**src/rtl/io_pkg.sv**
```systemverilog
// Shared definitions for the I/O port bridge: default word width, FIFO depth
// and the occupancy-counter width helper.
package io_pkg;

  localparam int IO_WIDTH = 16;
  localparam int IO_DEPTH = 4;

  // Occupancy must represent 0..depth inclusive, hence one bit above the pointer width.
  function automatic int cnt_w(input int depth);
    return $clog2(depth) + 1;
  endfunction

endpackage

```
**src/rtl/io_sync_fifo.sv**
```systemverilog
// Show-ahead synchronous FIFO. Requests are gated internally against
// full/empty; a single error hook reports either a rejected push or a
// rejected pop, selected by ERR_ON_POP.
module io_sync_fifo
  import io_pkg::*;
#(
  parameter int WIDTH      = IO_WIDTH,
  parameter int DEPTH      = IO_DEPTH,
  parameter int ERR_ON_POP = 0
) (
  input  logic                      clock,
  input  logic                      rst,
  input  logic                      wr_req,
  input  logic [WIDTH-1:0]          wr_data,
  input  logic                      rd_req,
  output logic [WIDTH-1:0]          rd_data,
  output logic [cnt_w(DEPTH)-1:0]   count,
  output logic                      full,
  output logic                      empty,
  output logic                      err_hook
);

  localparam int PW = $clog2(DEPTH);
  localparam int CW = cnt_w(DEPTH);

  logic [WIDTH-1:0] mem [DEPTH];
  logic [PW-1:0]    wr_ptr;
  logic [PW-1:0]    rd_ptr;
  logic             wr_en;
  logic             rd_en;

  // Full/empty come straight from the registered count, so a pop can never
  // make room for a push in the same cycle.
  assign full     = (count == CW'(DEPTH));
  assign empty    = (count == '0);
  assign wr_en    = wr_req & ~full;
  assign rd_en    = rd_req & ~empty;
  assign rd_data  = mem[rd_ptr];
  assign err_hook = (ERR_ON_POP != 0) ? (rd_req & empty) : (wr_req & full);

  // Storage write; contents are not reset.
  always_ff @(posedge clock) begin
    if (wr_en) mem[wr_ptr] <= wr_data;
  end

  // Pointers and occupancy; pointers wrap naturally at the power-of-two depth.
  always_ff @(posedge clock or posedge rst) begin
    if (rst) begin
      wr_ptr <= '0;
      rd_ptr <= '0;
      count  <= '0;
    end else begin
      if (wr_en) wr_ptr <= wr_ptr + PW'(1);
      if (rd_en) rd_ptr <= rd_ptr + PW'(1);
      case ({wr_en, rd_en})
        2'b10:   count <= count + CW'(1);
        2'b01:   count <= count - CW'(1);
        default: count <= count;
      endcase
    end
  end

endmodule

```
**src/rtl/io_port_bridge.sv**
```systemverilog
// Device-side bridge for the core's read_in / write_out ports: an inbound
// FIFO fed by the host and drained by the core, and an outbound FIFO fed by
// the core's write strobe and drained by the host.
module io_port_bridge
  import io_pkg::*;
#(
  parameter int WIDTH = IO_WIDTH,
  parameter int DEPTH = IO_DEPTH
) (
  input  logic                      clock,
  input  logic                      rst,
  input  logic [WIDTH-1:0]          host_in_data,
  input  logic                      host_in_valid,
  output logic                      host_in_ready,
  output logic [WIDTH-1:0]          read_in,
  output logic                      cpu_in_avail,
  input  logic                      cpu_read_pop,
  input  logic [WIDTH-1:0]          write_out,
  input  logic                      cpu_write_strobe,
  output logic                      cpu_out_full,
  output logic [WIDTH-1:0]          host_out_data,
  output logic                      host_out_valid,
  input  logic                      host_out_ready,
  output logic [cnt_w(DEPTH)-1:0]   in_count,
  output logic [cnt_w(DEPTH)-1:0]   out_count,
  output logic                      overflow_err,
  output logic                      underflow_err
);

  logic [WIDTH-1:0] in_head;
  logic [WIDTH-1:0] out_head;
  logic             in_full;
  logic             in_empty;
  logic             out_full;
  logic             out_empty;
  logic             in_pop_rej;
  logic             out_push_rej;

  io_sync_fifo #(.WIDTH(WIDTH), .DEPTH(DEPTH), .ERR_ON_POP(1)) u_in_fifo (
    .clock    (clock),
    .rst      (rst),
    .wr_req   (host_in_valid),
    .wr_data  (host_in_data),
    .rd_req   (cpu_read_pop),
    .rd_data  (in_head),
    .count    (in_count),
    .full     (in_full),
    .empty    (in_empty),
    .err_hook (in_pop_rej)
  );

  io_sync_fifo #(.WIDTH(WIDTH), .DEPTH(DEPTH), .ERR_ON_POP(0)) u_out_fifo (
    .clock    (clock),
    .rst      (rst),
    .wr_req   (cpu_write_strobe),
    .wr_data  (write_out),
    .rd_req   (host_out_ready),
    .rd_data  (out_head),
    .count    (out_count),
    .full     (out_full),
    .empty    (out_empty),
    .err_hook (out_push_rej)
  );

  // Head words are forced to zero while their FIFO is empty so stale RAM never leaks out.
  assign host_in_ready  = ~in_full;
  assign cpu_in_avail   = ~in_empty;
  assign read_in        = in_empty ? '0 : in_head;
  assign cpu_out_full   = out_full;
  assign host_out_valid = ~out_empty;
  assign host_out_data  = out_empty ? '0 : out_head;

  // Sticky error flags; only reset clears them.
  always_ff @(posedge clock or posedge rst) begin
    if (rst) begin
      overflow_err  <= 1'b0;
      underflow_err <= 1'b0;
    end else begin
      if (out_push_rej) overflow_err  <= 1'b1;
      if (in_pop_rej)   underflow_err <= 1'b1;
    end
  end

endmodule

```
**config.mk**
```make
export PLATFORM = sky130hd
export DESIGN_NAME = io_port_bridge
export DESIGN_NICKNAME = d
export VERILOG_FILES = /design/src/rtl/io_pkg.sv /design/src/rtl/io_sync_fifo.sv /design/src/rtl/io_port_bridge.sv
export SDC_FILE = /design/constraint.sdc
export NUM_CORES = 1
export LEC_CHECK = 0
export CAP_MARGIN = 20
export CORE_UTILIZATION = 45
export CTS_CLUSTER_SIZE = 25
export DETAILED_ROUTE_END_ITERATION = 6
export MAX_ROUTING_LAYER = met4
export PLACE_DENSITY = 0.78
export SYNTH_ARGS = -nofsm -noshare
export SYNTH_HDL_FRONTEND = slang
export SYNTH_SLANG_ARGS = --single-unit
```
**constraint.sdc**
```tcl
create_clock -name clock -period 5.9 [get_ports clock]
set_input_delay 1.18 -clock clock [delete_from_list [all_inputs] [get_ports clock]]
set_output_delay 1.18 -clock clock [all_outputs]
set_load 0.005 [all_outputs]
```
==> results of run 1 <==
[cells in the final DEF, fill, tap and decap left out, drive strengths merged, types with 2 or more instances in the layout]
cell type / n
fa: 2
edfxtp: 128
bufinv: 5
and3: 4
ha: 10
xor2: 6
xnor2: 6
and2: 39
clkdlybuf4s50: 81
dfrtp: 16
mux4: 32
or3: 2
buf: 2
mux2i: 2
clkbuf: 19
nand3: 2
inv: 14
clkinvlp: 3
mux2: 2
nor2: 2
clkinv: 4
[registers in the layout, indices dropped and copies added (netlist names)]
register	count
u_out_fifo.wr_ptr	2
u_in_fifo.count	3
u_in_fifo.wr_ptr	2
underflow_err	1
u_in_fifo.rd_ptr	2
u_out_fifo.rd_ptr	2
overflow_err	1
u_out_fifo.mem	64
u_in_fifo.mem	64
u_out_fifo.count	3
[power by group through the flow]
stage | sequential, uW | clock (uW) | combinational [uW]
after floorplan | 1450 | 0 | 800
after global placement | 1580 | 0 | 1210
after detailed placement | 1570 | 0 | 1280
after CTS | 1550 | 1150 | 1290
after global routing | 1540 | 1190 | 1440
final | 1520 | 1130 | 1310
[final timing paths]
path	endpoint	slack (ns)	depth (start not counted)
max	read_in[13]	2.30	4
min	overflow_err$_DFFE_PP0P_	0.46	1
min reg2reg	overflow_err$_DFFE_PP0P_	0.46	1
min in group asynchronous	u_in_fifo.wr_ptr[1]$_DFFE_PP0P_	1.18	2
max in group asynchronous	u_out_fifo.count[1]$_DFFE_PP0P_	4.27	2
max reg2reg	u_in_fifo.count[2]$_DFFE_PP0P_	3.43	8
[layout make-up]
type | count | area (um2)
fillers | 933 | 5170
well taps | 172 | 215
inverters | 14 | 52.6
clock inverters | 12 | 191
multi-input cells | 114 | 1390
clock buffers | 19 | 433
repair buffers | 83 | 866
flip-flops and latches | 144 | 4240
[metrics by stage]
| step | utilization [%] | worst slack [ns] |
|---|---|---|
| after CTS | 58.6 | 1.88 |
| after global placement | 53.4 | 2.32 |
| after floorplan | - | 3.44 |
| after global routing | 58.8 | 2.18 |
| final | 58.8 | 2.30 |
| after detailed placement | 53.6 | 2.37 |
[per-layer routing]
layer  vias up  share of wire [%]  routed length, um  GRT usage, %
met5         -                  0                  0             -
met4         0                1.0                108          6.06
li1       1278                  -                  -             -
met1      1452                 42               4390          21.3
met3         9                5.9                613          6.38
met2        93                 51               5270          28.5
[cell families after synthesis]
kind of cell / after synthesis / share of synthesized area, %
flops: 144 / 73.3
simple gates: 52 / 5.73
fa+ha+maj: 12 / 2.85
compound gates: 2 / 0.260
buf+inv: 26 / 2.64
xor+xnor: 12 / 1.82
mux: 36 / 13.4
==> flow_summary.ini, run 1 <==
[routing]
vias_per_cell = 5.08
drc = 0
ant_nets = 0
wl_per_cell_um = 18.6
first_pass_iters = 4
vias = 2832
dr.first_iter.drc_count = 145
drt_wl_total_um = 10400

[status]
status = completed

[sta]
rsz0062_at_grt = no
tightest_slew_ns = 0.859
skew_ns = 0.00681
setup_tns_ns = 0
final-setup-viol-count = 0
max_slew_margin_pct = 42.7
slew_violations = 0
fmax_mhz = 278
hold_ws_ns = 0.459
hold_viol_final = 0
period_share_pct = 61.0
min_period_ns = 3.60

[worst_hold_path]
min_from = overflow_err$_DFFE_PP0P_
hp-class = flip-flop to flip-flop

[pwr]
clkPwrFrac_pct = 28.6
pwr-share-comb_pct = 33.1
seqPwrFrac_pct = 38.3
finalPower_uw = 3970
swShare_pct = 26.2
power.switching_uw = 1040
powerDensity_nw_per_um2 = 537
leakagePower_uw = 0.00257
intPower_uw = 2930
ir_drop_uv = 356

[logic_synthesis]
ys_types = 27
async_reset_ff_share_pct = 11.1
synth_most_common_cell = edfxtp_1
synth.avg_cell_area_um2 = 20.4
synth_area_leaders = edfxtp_1 (66%), mux4_2 (12%), dfrtp_1 (6.9%), and2_1 (4.1%), ha_1 (2.2%)
synth_ff_type = edfxtp_1
synth_seq_cells = 144
synth_top_cell_by_area = edfxtp_1
syn-cell-area_um2 = 5790
synth_fp_nets = 334
synthCells = 284
yosys-top-cells-count = edfxtp_1 (128), and2_1 (38), mux4_2 (30)
synth_seq_area_share_pct = 73.3
synth_edf_count = 128
yosysWarnings = 0
yosys.area.top_type_share_pct = 66.4

[global_route]
track_usage_pct = 17.9
antenna_found_initial = 0
grt_max_degree = 21
grt_pass1_vias = 2974
grt_first_pass_wirelength_um = 16300
gr-total-overflow = 0

[place]
placedCellCount = 526
place_congestion = 0.717
place_area_um2 = 6740
numPortBuffers = 81
dp_hpwl_um = 6370

[clocking]
cts_hold_buffers = 0
clk_latency_ns = 0.42
clock-sinks = 144
post_cts_buffers = 0
cts_tree = yes
htree_levels = 4
post_cts_resized = 0
cts_made_buffers = 17
clk_pin_slew_ns = 0.05
clk_path_buf_depth = 2
root_buffer = clkbuf_16

[critical_path]
cp-start-kind = flip-flop
r2r-start = u_in_fifo.count[0]$_DFFE_PP0P_
critical_path.startpoint = u_in_fifo.rd_ptr[0]$_DFFE_PP0P_
endpoint_kind = output pin
worstPathMaxFanout = 13
cp.required_ns = 4.72
critPathTopFamily = buffers and inverters
path_class = flip-flop to output pin
crit_arrival_ns = 2.42
cp_num_buf_inv = 2
cpMaxStageDelayCell = dfrtp_1
critPathMaxStageDelay_ns = 0.62
cp_cell_sequence = buf_16 -> mux4_2 -> and2_1 -> clkdlybuf4s50_1

[run]
max_cap_viol_count = 0

[die]
die_x_um = 115
num_rows = 41
pin_count = 82
start_util_pct = 46.1
dieArea_um2 = 13300
die_h_um = 115
core_um2 = 12600

[layout]
antenna_cells = 0
synthToLayoutAreaGrowth_pct = 27.7
stdcell_count = 558
final_nets = 424
layout-drive-gt1-share_pct = 17.6
final_area_um2 = 7390
Power figures use the tool's default switching activity.
==> run 2: changes to the inputs <==
Clock period 5.9 ns to 3.4 ns, I/O delays scaled along.
==> flow_summary.ini, run 2 (synthesized netlist as in run 1, its figures left out) <==
[status]
status = completed

[critical_path]
crit_arrival_ns = 2.27
cp-start-kind = flip-flop
path_class = flip-flop to output pin
cp.required_ns = 2.72
reg2reg_slack_ns = 1.03
cp_cell_sequence = or3_1 -> and2_1 -> clkdlybuf4s50_1
cpMaxStageDelayCell = or3_1
critPathTopFamily = simple AND/OR/NAND/NOR gates
endpoint_kind = output pin
worstPathMaxFanout = 20
critPathMaxStageDelay_ns = 0.69
cp_num_buf_inv = 1

[place]
numPortBuffers = 81
place_congestion = 0.705
dp_hpwl_um = 6290

[sta]
max_slew_margin_pct = 51.0
rsz0062_at_grt = no
skew_ns = 0.00901
slew_violations = 0
setup_tns_ns = 0
final-setup-viol-count = 0
min_period_ns = 2.95
hold_viol_final = 0
fmax_mhz = 339
tightest_slew_ns = 0.736
period_share_pct = 86.8

[layout]
final_cell_mix = edfxtp_1 (128), clkdlybuf4s50_1 (81), and2_1 (38)
top_regs = u_in_fifo.mem: 64 flops, u_out_fifo.mem: 64 flops
multi_input_area_um2 = 1390
regArea_um2 = 4240
final_common_cell = edfxtp_1
antenna_cells = 0
fillers = 923
final_util_pct = 58.4
layout-drive-gt1-share_pct = 18.7
synthToLayoutAreaGrowth_pct = 26.9
final_nets = 429

[routing]
drt_wl_total_um = 10100
wl_per_cell_um = 18.0
vias_per_cell = 4.99
vias = 2807
dr.first_iter.drc_count = 158
first_pass_iters = 4
ant_nets = 0
drc = 0

[die]
die_x_um = 115
dieArea_um2 = 13300
core_um2 = 12600
pin_count = 82
die_h_um = 115
num_rows = 41
start_util_pct = 46.1

[global_route]
grt_first_pass_wirelength_um = 16100
gr-total-overflow = 0
grt_pass1_vias = 3084
antenna_found_initial = 0
grt_max_degree = 21
track_usage_pct = 17.6

[pwr]
swShare_pct = 26.5
power.switching_uw = 1770
seqPwrFrac_pct = 38.2
pwr-share-comb_pct = 34.8
ir_drop_uv = 452
powerDensity_nw_per_um2 = 908
clkPwrFrac_pct = 27.0
intPower_uw = 4900
leakagePower_uw = 0.00256

[clocking]
cts_hold_buffers = 0
clk_path_buf_depth = 2
post_cts_buffers = 0
post_cts_resized = 0
cts_made_buffers = 17
clock-sinks = 144
root_buffer = clkbuf_16
cts_tree = yes
htree_levels = 4
clk_latency_ns = 0.41
clk_pin_slew_ns = 0.06

[worst_hold_path]
hp-class = flip-flop to flip-flop

[run]
max_cap_viol_count = 0
==> run 2: changes by cell type in the layout (fill, tap and decap cells not counted) <==
cell,change
bufinv_16,-2
buf_16,-2
clkinvlp_4,+1
clkinv_2,+1
buf_4,+7
==> run 2: final cells by class <==
| type | instances | area share, % |
|---|---|---|
| sequential | 144 | 57.8 |
| multi-input combinational | 114 | 18.9 |
| timing repair buffer | 88 | 11.8 |
| clock buffer | 19 | 5.90 |
| tap | 172 | 2.93 |
| clock inverter | 12 | 1.96 |
| inverter | 14 | 0.716 |
==> run 2: power groups by stage <==
stage | Clock, uW | Combinational (uW) | Sequential [uW]
5_1_grt | 1910 | 2550 | 2600
4_1_cts | 1830 | 2370 | 2560
6_report | 1800 | 2320 | 2550
3_5_place_dp | 0 | 2350 | 2590
3_3_place_gp | 0 | 2320 | 2560
2_1_floorplan | 0 | 1390 | 2510
==> run 2: final timing paths <==
path | from | end | cells after the start
max | u_in_fifo.count[0]$_DFFE_PP0P_ | read_in[1] | 3
min | overflow_err$_DFFE_PP0P_ | overflow_err$_DFFE_PP0P_ | 1
max reg2reg | u_in_fifo.count[0]$_DFFE_PP0P_ | u_in_fifo.count[2]$_DFFE_PP0P_ | 8
min reg2reg | overflow_err$_DFFE_PP0P_ | overflow_err$_DFFE_PP0P_ | 1
max in group asynchronous | rst | u_out_fifo.rd_ptr[1]$_DFFE_PP0P_ | 2
min in group asynchronous | rst | underflow_err$_DFFE_PP0P_ | 2
==> run 2: routing by layer <==
metal  GRT usage [%]  wire length [um]  vias up
met2            28.4              5230       87
met1            21.1              4310     1435
met5               -                 0        -
met4            5.71                25        0
met3            5.49               556        2
li1                -                 -     1283
==> run 2: per-stage QoR <==
stage | setup slack (ns) | instance area (um2) | std cells | hold WS, ns | total power (uW)
2_1_floorplan | 1.31 | 5790 | 284 | 0.451 | 3900
3_3_place_gp | 0.845 | 6770 | 532 | 0.443 | 4880
3_5_place_dp | 0.832 | 6770 | 532 | 0.448 | 4940
4_1_cts | 0.387 | 7340 | 563 | 0.461 | 6760
5_1_grt | 0.314 | 7340 | 563 | 0.477 | 7050
6_report | 0.448 | 7340 | 563 | 0.453 | 6670
==> run 2: worst reg2reg max path, cell delays in order, from the launching register on <==
cell and delay (ns):
dfrtp_1 0.42, or3_1 0.69, and2_1 0.33, ha_1 0.22
inv_1 0.07, fa_1 0.17, xor2_1 0.15, nor2_1 0.07
xor2_1 0.14
==> run 3: changes to the inputs <==
Settings changed: CAP_MARGIN 20 to default.
==> results of run 3 <==
No change in the layout: final DEF, timing and power equal those of run 2.
